==> src/rtl/fpir_to_ieee_converter_if.sv <==
// Handshake bundle between an FPIR producer and the IEEE converter.
// master drives the operand side and out_ready; slave is the converter.
`timescale 1ns/1ps
`ifndef BW_FPIR_TYPE
`define BW_FPIR_TYPE 3
`endif

interface fpir_to_ieee_converter_if #(
  parameter int BW_IEEE_EXPONENT     = 8,
  parameter int BW_IEEE_MANTISSA     = 23,
  parameter int BW_EXPONENT_EXTENDED = 10,
  parameter int BW_GUARD             = 3
);
  localparam int BW_SIGNIFICAND_EXTENDED = BW_IEEE_MANTISSA + 1 + BW_GUARD;
  localparam int BW_FPIR_VALUE = `BW_FPIR_TYPE + 1 + BW_EXPONENT_EXTENDED + BW_SIGNIFICAND_EXTENDED;
  localparam int BW_IEEE_VALUE = 1 + BW_IEEE_EXPONENT + BW_IEEE_MANTISSA;

  logic                     in_valid;
  logic                     in_ready;
  logic [BW_FPIR_VALUE-1:0] in_value;
  logic                     out_valid;
  logic                     out_ready;
  logic [BW_IEEE_VALUE-1:0] out_value;
  logic [2:0]               out_flags;

  modport master (
    output in_valid, in_value, out_ready,
    input  in_ready, out_valid, out_value, out_flags
  );

  modport slave (
    input  in_valid, in_value, out_ready,
    output in_ready, out_valid, out_value, out_flags
  );
endinterface

==> src/rtl/fpir_to_ieee_converter.sv <==
// FPIR -> IEEE-754 converter, two register stages.
// S1 decodes the type, biases the exponent and denormalizes tiny values;
// S2 rounds to nearest even, packs the word and holds it until taken.
// Type codes: 0 NORMAL, 1 PZERO, 2 MZERO, 3 PINF, 4 MINF, 5 NAN, others NAN.
`timescale 1ns/1ps
`ifndef BW_FPIR_TYPE
`define BW_FPIR_TYPE 3
`endif

module fpir_to_ieee_converter #(
  parameter int BW_IEEE_EXPONENT     = 8,
  parameter int BW_IEEE_MANTISSA     = 23,
  parameter int BW_EXPONENT_EXTENDED = 10,
  parameter int BW_GUARD             = 3
) (
  input logic                    clk,
  input logic                    rstnn,
  fpir_to_ieee_converter_if.slave bus
);
  localparam int BW_SIGNIFICAND_EXTENDED = BW_IEEE_MANTISSA + 1 + BW_GUARD;
  localparam int BW_FPIR_VALUE = `BW_FPIR_TYPE + 1 + BW_EXPONENT_EXTENDED + BW_SIGNIFICAND_EXTENDED;
  localparam int BW_TYPE  = `BW_FPIR_TYPE;
  localparam int BW_E     = BW_IEEE_EXPONENT;
  localparam int BW_M     = BW_IEEE_MANTISSA;
  localparam int BW_SE    = BW_SIGNIFICAND_EXTENDED;
  localparam int BW_EE    = BW_EXPONENT_EXTENDED;
  localparam int BW_BE    = BW_EE + 1;
  localparam int BW_IEEE  = 1 + BW_E + BW_M;
  localparam int MAX_SHIFT = BW_M + 3;
  localparam int BW_SH    = $clog2(MAX_SHIFT + 1);

  localparam logic [BW_TYPE-1:0] TYPE_NORMAL = BW_TYPE'(0);
  localparam logic [BW_TYPE-1:0] TYPE_PZERO  = BW_TYPE'(1);
  localparam logic [BW_TYPE-1:0] TYPE_MZERO  = BW_TYPE'(2);
  localparam logic [BW_TYPE-1:0] TYPE_PINF   = BW_TYPE'(3);
  localparam logic [BW_TYPE-1:0] TYPE_MINF   = BW_TYPE'(4);

  localparam logic signed [BW_BE-1:0] BIAS         = BW_BE'((1 << (BW_E - 1)) - 1);
  localparam logic signed [BW_BE-1:0] BE_ONE       = BW_BE'(1);
  localparam logic signed [BW_BE-1:0] BE_MAX_SHIFT = BW_BE'(MAX_SHIFT);
  localparam logic signed [BW_BE-1:0] BE_EXP_ONES  = BW_BE'((1 << BW_E) - 1);

  localparam logic [BW_E-1:0]    EXP_ONES = '1;
  localparam logic [BW_IEEE-1:0] QNAN     = {1'b0, EXP_ONES, 1'b1, {(BW_M-1){1'b0}}};
  localparam logic [BW_IEEE-1:0] POS_INF  = {1'b0, EXP_ONES, {BW_M{1'b0}}};
  localparam logic [BW_IEEE-1:0] NEG_INF  = {1'b1, EXP_ONES, {BW_M{1'b0}}};
  localparam logic [BW_IEEE-1:0] NEG_ZERO = {1'b1, {(BW_E+BW_M){1'b0}}};

  // Operand fields
  logic [BW_TYPE-1:0]      in_type;
  logic                    in_sign;
  logic signed [BW_EE-1:0] in_exp;
  logic [BW_SE-1:0]        in_sig;
  logic [BW_FPIR_VALUE-1:0] in_word;

  assign in_word = bus.in_value;
  assign {in_type, in_sign, in_exp, in_sig} = in_word;

  // Pipeline state
  logic                 s1_valid_reg;
  logic                 s1_sign_reg;
  logic                 s1_special_reg;
  logic [BW_IEEE-1:0]   s1_special_value_reg;
  logic                 s1_overflow_reg;
  logic [BW_E-1:0]      s1_exp_reg;
  logic [BW_SE-2:0]     s1_sig_reg;
  logic                 out_valid_reg;
  logic [BW_IEEE-1:0]   out_value_reg;
  logic [2:0]           out_flags_reg;

  logic s1_load, s2_load;

  assign s2_load      = ~out_valid_reg | bus.out_ready;
  assign s1_load      = ~s1_valid_reg | s2_load;
  assign bus.in_ready = s1_load;
  assign bus.out_valid = out_valid_reg;
  assign bus.out_value = out_value_reg;
  assign bus.out_flags = out_flags_reg;

  // Biased exponent and denormalizing shift (capped; beyond the cap only sticky matters)
  logic signed [BW_BE-1:0] be, sh_raw;
  logic [BW_SH-1:0]        sh;
  logic [BW_SE-2:0]        shifted_sig;
  logic [BW_SE-1:0]        lost_mask;
  logic [BW_SE-2:0]        denorm_sig;

  assign be          = $signed({in_exp[BW_EE-1], in_exp}) + BIAS;
  assign sh_raw      = BE_ONE - be;
  assign sh          = (sh_raw > BE_MAX_SHIFT) ? BW_SH'(MAX_SHIFT) : sh_raw[BW_SH-1:0];
  assign shifted_sig = (BW_SE-1)'(in_sig >> sh);
  assign lost_mask   = ~({BW_SE{1'b1}} << sh);
  assign denorm_sig  = {shifted_sig[BW_SE-2:1], shifted_sig[0] | (|(in_sig & lost_mask))};

  logic                 dec_special;
  logic [BW_IEEE-1:0]   dec_special_value;
  logic                 dec_overflow;
  logic [BW_E-1:0]      dec_exp;
  logic [BW_SE-2:0]     dec_sig;

  // S1 decode: specials become a finished word, normals get exponent/significand
  always_comb begin
    dec_special       = 1'b1;
    dec_special_value = QNAN;
    dec_overflow      = 1'b0;
    dec_exp           = '0;
    dec_sig           = in_sig[BW_SE-2:0];
    case (in_type)
      TYPE_NORMAL: begin
        dec_special = 1'b0;
        if (be >= BE_EXP_ONES) begin
          dec_overflow = 1'b1;
        end else if (be < BE_ONE) begin
          dec_sig = denorm_sig;
        end else begin
          dec_exp = be[BW_E-1:0];
        end
      end
      TYPE_PZERO: dec_special_value = '0;
      TYPE_MZERO: dec_special_value = NEG_ZERO;
      TYPE_PINF:  dec_special_value = POS_INF;
      TYPE_MINF:  dec_special_value = NEG_INF;
      default:    dec_special_value = QNAN;
    endcase
  end

  // S1 register
  always_ff @(posedge clk or negedge rstnn) begin
    if (!rstnn) begin
      s1_valid_reg         <= 1'b0;
      s1_sign_reg          <= 1'b0;
      s1_special_reg       <= 1'b0;
      s1_special_value_reg <= '0;
      s1_overflow_reg      <= 1'b0;
      s1_exp_reg           <= '0;
      s1_sig_reg           <= '0;
    end else if (s1_load) begin
      s1_valid_reg <= bus.in_valid;
      if (bus.in_valid) begin
        s1_sign_reg          <= in_sign;
        s1_special_reg       <= dec_special;
        s1_special_value_reg <= dec_special_value;
        s1_overflow_reg      <= dec_overflow;
        s1_exp_reg           <= dec_exp;
        s1_sig_reg           <= dec_sig;
      end
    end
  end

  // S2 rounding: a fraction carry ripples into the exponent field naturally
  logic [BW_M-1:0]      frac;
  logic                 g_bit, r_bit, s_bit, inc, inexact;
  logic [BW_E+BW_M-1:0] rounded;
  logic                 rnd_overflow;
  logic [BW_IEEE-1:0]   res_value;
  logic [2:0]           res_flags;

  assign frac    = s1_sig_reg[BW_GUARD +: BW_M];
  assign g_bit   = s1_sig_reg[BW_GUARD-1];
  assign r_bit   = s1_sig_reg[BW_GUARD-2];
  assign s_bit   = |s1_sig_reg[BW_GUARD-3:0];
  assign inc     = g_bit & (r_bit | s_bit | frac[0]);
  assign inexact = g_bit | r_bit | s_bit;
  assign rounded = {s1_exp_reg, frac} + {{(BW_E+BW_M-1){1'b0}}, inc};
  assign rnd_overflow = &rounded[BW_E+BW_M-1:BW_M];

  // S2 result selection: special pass-through, overflow to infinity, or rounded value
  always_comb begin
    res_value = {s1_sign_reg, rounded};
    res_flags = {1'b0, (rounded[BW_E+BW_M-1:BW_M] == '0) & inexact, inexact};
    if (s1_special_reg) begin
      res_value = s1_special_value_reg;
      res_flags = 3'b000;
    end else if (s1_overflow_reg | rnd_overflow) begin
      res_value = {s1_sign_reg, EXP_ONES, {BW_M{1'b0}}};
      res_flags = 3'b101;
    end
  end

  // S2 output register, held while the consumer stalls
  always_ff @(posedge clk or negedge rstnn) begin
    if (!rstnn) begin
      out_valid_reg <= 1'b0;
      out_value_reg <= '0;
      out_flags_reg <= '0;
    end else if (s2_load) begin
      out_valid_reg <= s1_valid_reg;
      if (s1_valid_reg) begin
        out_value_reg <= res_value;
        out_flags_reg <= res_flags;
      end
    end
  end
endmodule
==> src/flat_wrapper.sv <==
// flat-port wrapper written by rule: the top's interface ports become plain ports
module fpir_to_ieee_converter_flat 
#(
  parameter int BW_IEEE_EXPONENT     = 8,
  parameter int BW_IEEE_MANTISSA     = 23,
  parameter int BW_EXPONENT_EXTENDED = 10,
  parameter int BW_GUARD             = 3
)
  (clk, rstnn, bus_in_valid, bus_in_value, bus_out_ready, bus_in_ready, bus_out_valid, bus_out_value, bus_out_flags);
  fpir_to_ieee_converter_if #(.BW_IEEE_EXPONENT(BW_IEEE_EXPONENT), .BW_IEEE_MANTISSA(BW_IEEE_MANTISSA), .BW_EXPONENT_EXTENDED(BW_EXPONENT_EXTENDED), .BW_GUARD(BW_GUARD)) bus_i ();
  input logic clk;
  input logic rstnn;
  input wire logic [$bits(bus_i.in_valid)-1:0] bus_in_valid;
  input wire logic [$bits(bus_i.in_value)-1:0] bus_in_value;
  input wire logic [$bits(bus_i.out_ready)-1:0] bus_out_ready;
  output wire logic [$bits(bus_i.in_ready)-1:0] bus_in_ready;
  output wire logic [$bits(bus_i.out_valid)-1:0] bus_out_valid;
  output wire logic [$bits(bus_i.out_value)-1:0] bus_out_value;
  output wire logic [$bits(bus_i.out_flags)-1:0] bus_out_flags;
  assign bus_i.in_valid = bus_in_valid;
  assign bus_i.in_value = bus_in_value;
  assign bus_i.out_ready = bus_out_ready;
  assign bus_in_ready = bus_i.in_ready;
  assign bus_out_valid = bus_i.out_valid;
  assign bus_out_value = bus_i.out_value;
  assign bus_out_flags = bus_i.out_flags;
  fpir_to_ieee_converter #(.BW_IEEE_EXPONENT(BW_IEEE_EXPONENT), .BW_IEEE_MANTISSA(BW_IEEE_MANTISSA), .BW_EXPONENT_EXTENDED(BW_EXPONENT_EXTENDED), .BW_GUARD(BW_GUARD)) u_core (.clk(clk), .rstnn(rstnn), .bus(bus_i));
endmodule
==> config.mk <==
export PLATFORM = sky130hd
export DESIGN_NAME = fpir_to_ieee_converter_flat
export DESIGN_NICKNAME = d
export VERILOG_FILES = /design/src/rtl/fpir_to_ieee_converter_if.sv /design/src/rtl/fpir_to_ieee_converter.sv /design/src/flat_wrapper.sv
export SDC_FILE = /design/constraint.sdc
export NUM_CORES = 1
export LEC_CHECK = 0
export CORE_AREA = 2 2 117 119
export CTS_CLUSTER_DIAMETER = 200
export CTS_CLUSTER_SIZE = 20
export DETAILED_ROUTE_END_ITERATION = 6
export DIE_AREA = 0 0 119 121
export PLACE_DENSITY = 0.83
export SLEW_MARGIN = 10
export SYNTH_ARGS = -nofsm -noshare
export SYNTH_HDL_FRONTEND = slang
export SYNTH_SLANG_ARGS = --single-unit
export TNS_END_PERCENT = 10
==> constraint.sdc <==
create_clock -name clk -period 7.1 [get_ports clk]
set_input_delay 0.71 -clock clk [delete_from_list [all_inputs] [get_ports clk]]
set_output_delay 0.71 -clock clk [all_outputs]
set_load 0.01 [all_outputs]
==> results.md <==
- Number of flip-flops under the largest register name: 32
- 1st-iter DRT viols: 889
- Critical Setup Path Class: input port to flop
- Hold buffer count at cts: 0
- Floorplan row count: 42
- Vias in the first global route: between 6,000 and 7,000
- Floorplan die width: 119 um
- Max VDD drop: 0.120 mV
- Met2 capacity usage during global routing: 0.467
- Period Utilization, post-route: 0.812
- CP Data Arrival Time: 5.96 ns
- Wire length of the first global-routing pass: 35,100 um
- Failing checks: DRC
- Vias post-DR: 6,968
- Starting Density: 0.495
- Predominant post-synthesis flop cell: sky130_fd_sc_hd__dfrtp_1
- CTS Sinks: between 70 and 80
- Grt met3 use: 0.0738
- Maximum fanout along the worst path: 39
- Endpoint class of the critical path: flop
- Post-synthesis register bit count: 77
- Maximum number of pins on one net before global-route repair: 78
- Area added between synthesis and finish: 19.0%
- Final count of hold timing violations: 0
- Transition time at the pin with the least slew margin: 1.14 ns
- Post-synth top area cell: sky130_fd_sc_hd__dfrtp_1
- Clock tree buffer depth: 2
- Largest cells by area after synthesis: sky130_fd_sc_hd__dfrtp_1 (30%), sky130_fd_sc_hd__nand2_1 (7.8%), sky130_fd_sc_hd__nor2_1 (5.1%), sky130_fd_sc_hd__o21ai_0 (4.9%), sky130_fd_sc_hd__a21oi_1 (4.0%)
- Finished layout cell area: between 0.007 and 0.008 mm^2
- Cell Pwr Density: 205 mW/mm^2
- Diodes inserted: 0
- # Max-Cap Violations: 0
- Layout Skew: 0.00708 ns
- TritonCTS clock tree: done
- Min-delay worst type: flop to flop
- Share of flip-flops with an asynchronous set or reset: 1.00
- GRT busiest layer: met2
- Setup fix buffers added after clock tree synthesis: 0
- Global-route usage over all layers: 0.307
- Setup Total Neg Slack: 0 ns
- Sequential area share after synthesis: 0.297
- Achievable Freq: 173 MHz
- Initial antenna violation count: 0
- Die Footprint: 0.0144 mm^2
- Inserted Clock Buffers: 9
- Overall die height: about 120 um
- Status: complete, but fails checks
- Half-perimeter wire length after placement: approximately 15,000 um
- Antenna viol nets, final: 0
- RePlAce Congestion: 1.03
- Unrepaired setup endpoints after global routing: no
- Max-Slew Margin vs Limit: 0.239
- Standard cell area after detailed placement: 0.00739 mm^2
- # fillers: 1,203
- Share of post-route cells with drive strength above 1: 0.0705
- Slew Limit Fails: 0
- Grt total ovfl: 0
- Via count normalized by instance count: ~6.4
- Leakage power of the design: between 2 and 3 nW
- Worst-skew pair later-pin latency: 0.33 ns
- Port Buffers: a little over 80
- Area of the core region: 0.0131 mm^2
- Data required time of the worst path: 7.30 ns
- Netlist area before placement: roughly 0.0065 mm^2
- Final Power: around 1.6 mW
- Deepest level of the CTS H-tree: 3
- Final wirelength: between 20,000 and 25,000 um
- Total number of nets in the final design: 952
- DRC viols: 2
- Clock transition at the registers of the reported paths: ~0.060 ns
- Most numerous cell in the Yosys netlist: sky130_fd_sc_hd__nand2_1
- Number of warnings reported in the yosys synthesis log: 0
- Count of distinct cell types in the synthesized netlist: 75
- Number of enable-type register cells in the synthesized netlist: 0
- Synth top cells by count: sky130_fd_sc_hd__nand2_1 (135), sky130_fd_sc_hd__nor2_1 (88), sky130_fd_sc_hd__dfrtp_1 (77)
- Setup crit start kind: input port
- Mean routed wirelength per cell: 20.0 um
- Average footprint of a synthesized cell: 7.55 um^2
- Synth Instances: 858
- Crit path time final: between 5 and 6 ns
- Cts repair resizes: 0
- Boundary pin count: slightly above 80
- Cell at the root of the clock tree: sky130_fd_sc_hd__clkbuf_16
- Synth Net Count: 907
- DRT Pass-1 Iters: 7
- M1 GR Usage: 0.411
- Post-synth top area share: 0.297
- Setup-failing EPs final: 0
## cell families after synthesis
| group | count (synthesis) | synth area share |
|---|---|---|
| AO/OA/AOI/OAI | 277 | 0.290 |
| flip-flops | 77 | 0.297 |
| multiplexers | 29 | 0.0466 |
| AND/OR/NAND/NOR | 348 | 0.249 |
| XOR/XNOR | 43 | 0.0593 |
| buffers and inverters | 80 | 0.0504 |
| adder cells (fa/ha/maj) | 4 | 0.00773 |
## power breakdown
group	internal [mW]	leakage (nW)	switching [mW]
Combinational	0.227	1.86	0.349
Clock	0.291	0.148	0.177
Sequential	0.492	0.970	0.0465
Total	1.01	2.98	0.572
## cells in the final DEF (no fill, tap or decap), types with 10 or more instances in the layout
cell,synthesis,layout
sky130_fd_sc_hd__clkdlybuf4s50_1,0,79
sky130_fd_sc_hd__a21oi_1,52,52
sky130_fd_sc_hd__o21a_1,10,10
sky130_fd_sc_hd__and2_1,10,10
sky130_fd_sc_hd__or3_1,11,11
sky130_fd_sc_hd__xnor2_1,25,24
sky130_fd_sc_hd__nor2_1,88,88
sky130_fd_sc_hd__a31oi_1,13,12
sky130_fd_sc_hd__nor3_1,23,23
sky130_fd_sc_hd__nand3_1,26,26
sky130_fd_sc_hd__inv_1,13,13
sky130_fd_sc_hd__o21ai_0,63,63
sky130_fd_sc_hd__nand2_1,135,134
sky130_fd_sc_hd__buf_4,1,20
sky130_fd_sc_hd__a221oi_1,10,10
sky130_fd_sc_hd__mux2i_1,20,20
sky130_fd_sc_hd__dfrtp_1,77,77
sky130_fd_sc_hd__xor2_1,17,17
sky130_fd_sc_hd__o31ai_1,31,31
sky130_fd_sc_hd__nand4_1,11,11
sky130_fd_sc_hd__a211oi_1,12,12
## worst paths after layout
| check | startpoint | to | slack, ns | depth (start not counted) |
|---|---|---|---|---|
| max in group asynchronous | rstnn | u_core.s1_sig_reg[17] | 5.98 | 1 |
| max reg2reg | u_core.s1_sig_reg[8] | u_core.bus.out_value[26] | 3.02 | 11 |
| min reg2reg | u_core.bus.out_value[10] | u_core.bus.out_value[10] | 0.47 | 2 |
| max | bus_in_value[28] | u_core.s1_sig_reg[7] | 1.34 | 14 |
| min in group asynchronous | rstnn | u_core.bus.out_flags[0] | 0.53 | 1 |
| min | u_core.bus.out_value[10] | u_core.bus.out_value[10] | 0.47 | 2 |
## layout make-up
cell class / instances / area (um^2) / share of cell area
clock buffers: 11 / 253 / 0.0328
clock inverters: 5 / 58.8 / 0.00763
inverters: 14 / 52.6 / 0.00682
multi-input cells: 701 / 4250 / 0.551
flip-flops and latches: 77 / 1930 / 0.250
well taps: 176 / 220 / 0.0286
repair buffers: 100 / 946 / 0.123
## worst max-delay path: stages
cell                              delay [ns]
sky130_fd_sc_hd__clkdlybuf4s50_1        0.57
sky130_fd_sc_hd__inv_1                  0.11
sky130_fd_sc_hd__ha_1                   0.31
sky130_fd_sc_hd__nor3b_1                0.53
sky130_fd_sc_hd__mux2_2                 0.43
sky130_fd_sc_hd__nor4b_4                0.49
sky130_fd_sc_hd__xnor2_1                0.19
sky130_fd_sc_hd__o22ai_2                0.17
sky130_fd_sc_hd__a31oi_4                0.94
sky130_fd_sc_hd__nor2_1                 0.22
sky130_fd_sc_hd__o22ai_1                0.53
sky130_fd_sc_hd__mux2i_1                0.22
sky130_fd_sc_hd__a221oi_1               0.38
sky130_fd_sc_hd__o22ai_1                0.14
## through the flow
stage          utilization  hold slack (ns)  setup WS, ns  instances
2_1_floorplan            -            0.414          2.29        858
3_3_place_gp         0.565            0.458          1.27       1068
3_5_place_dp         0.565            0.464          1.22       1068
4_1_cts              0.589            0.478          1.56       1084
5_1_grt              0.589            0.501          1.14       1084
6_report             0.589            0.474          1.34       1084
## metal layers
metal | vias up | share of wire
met3 | 75 | 0.10
met4 | 0 | 0.034
met2 | 457 | 0.44
met1 | 3188 | 0.42
li1 | 3248 | -
met5 | - | 0
Power figures use the tool's default switching activity.
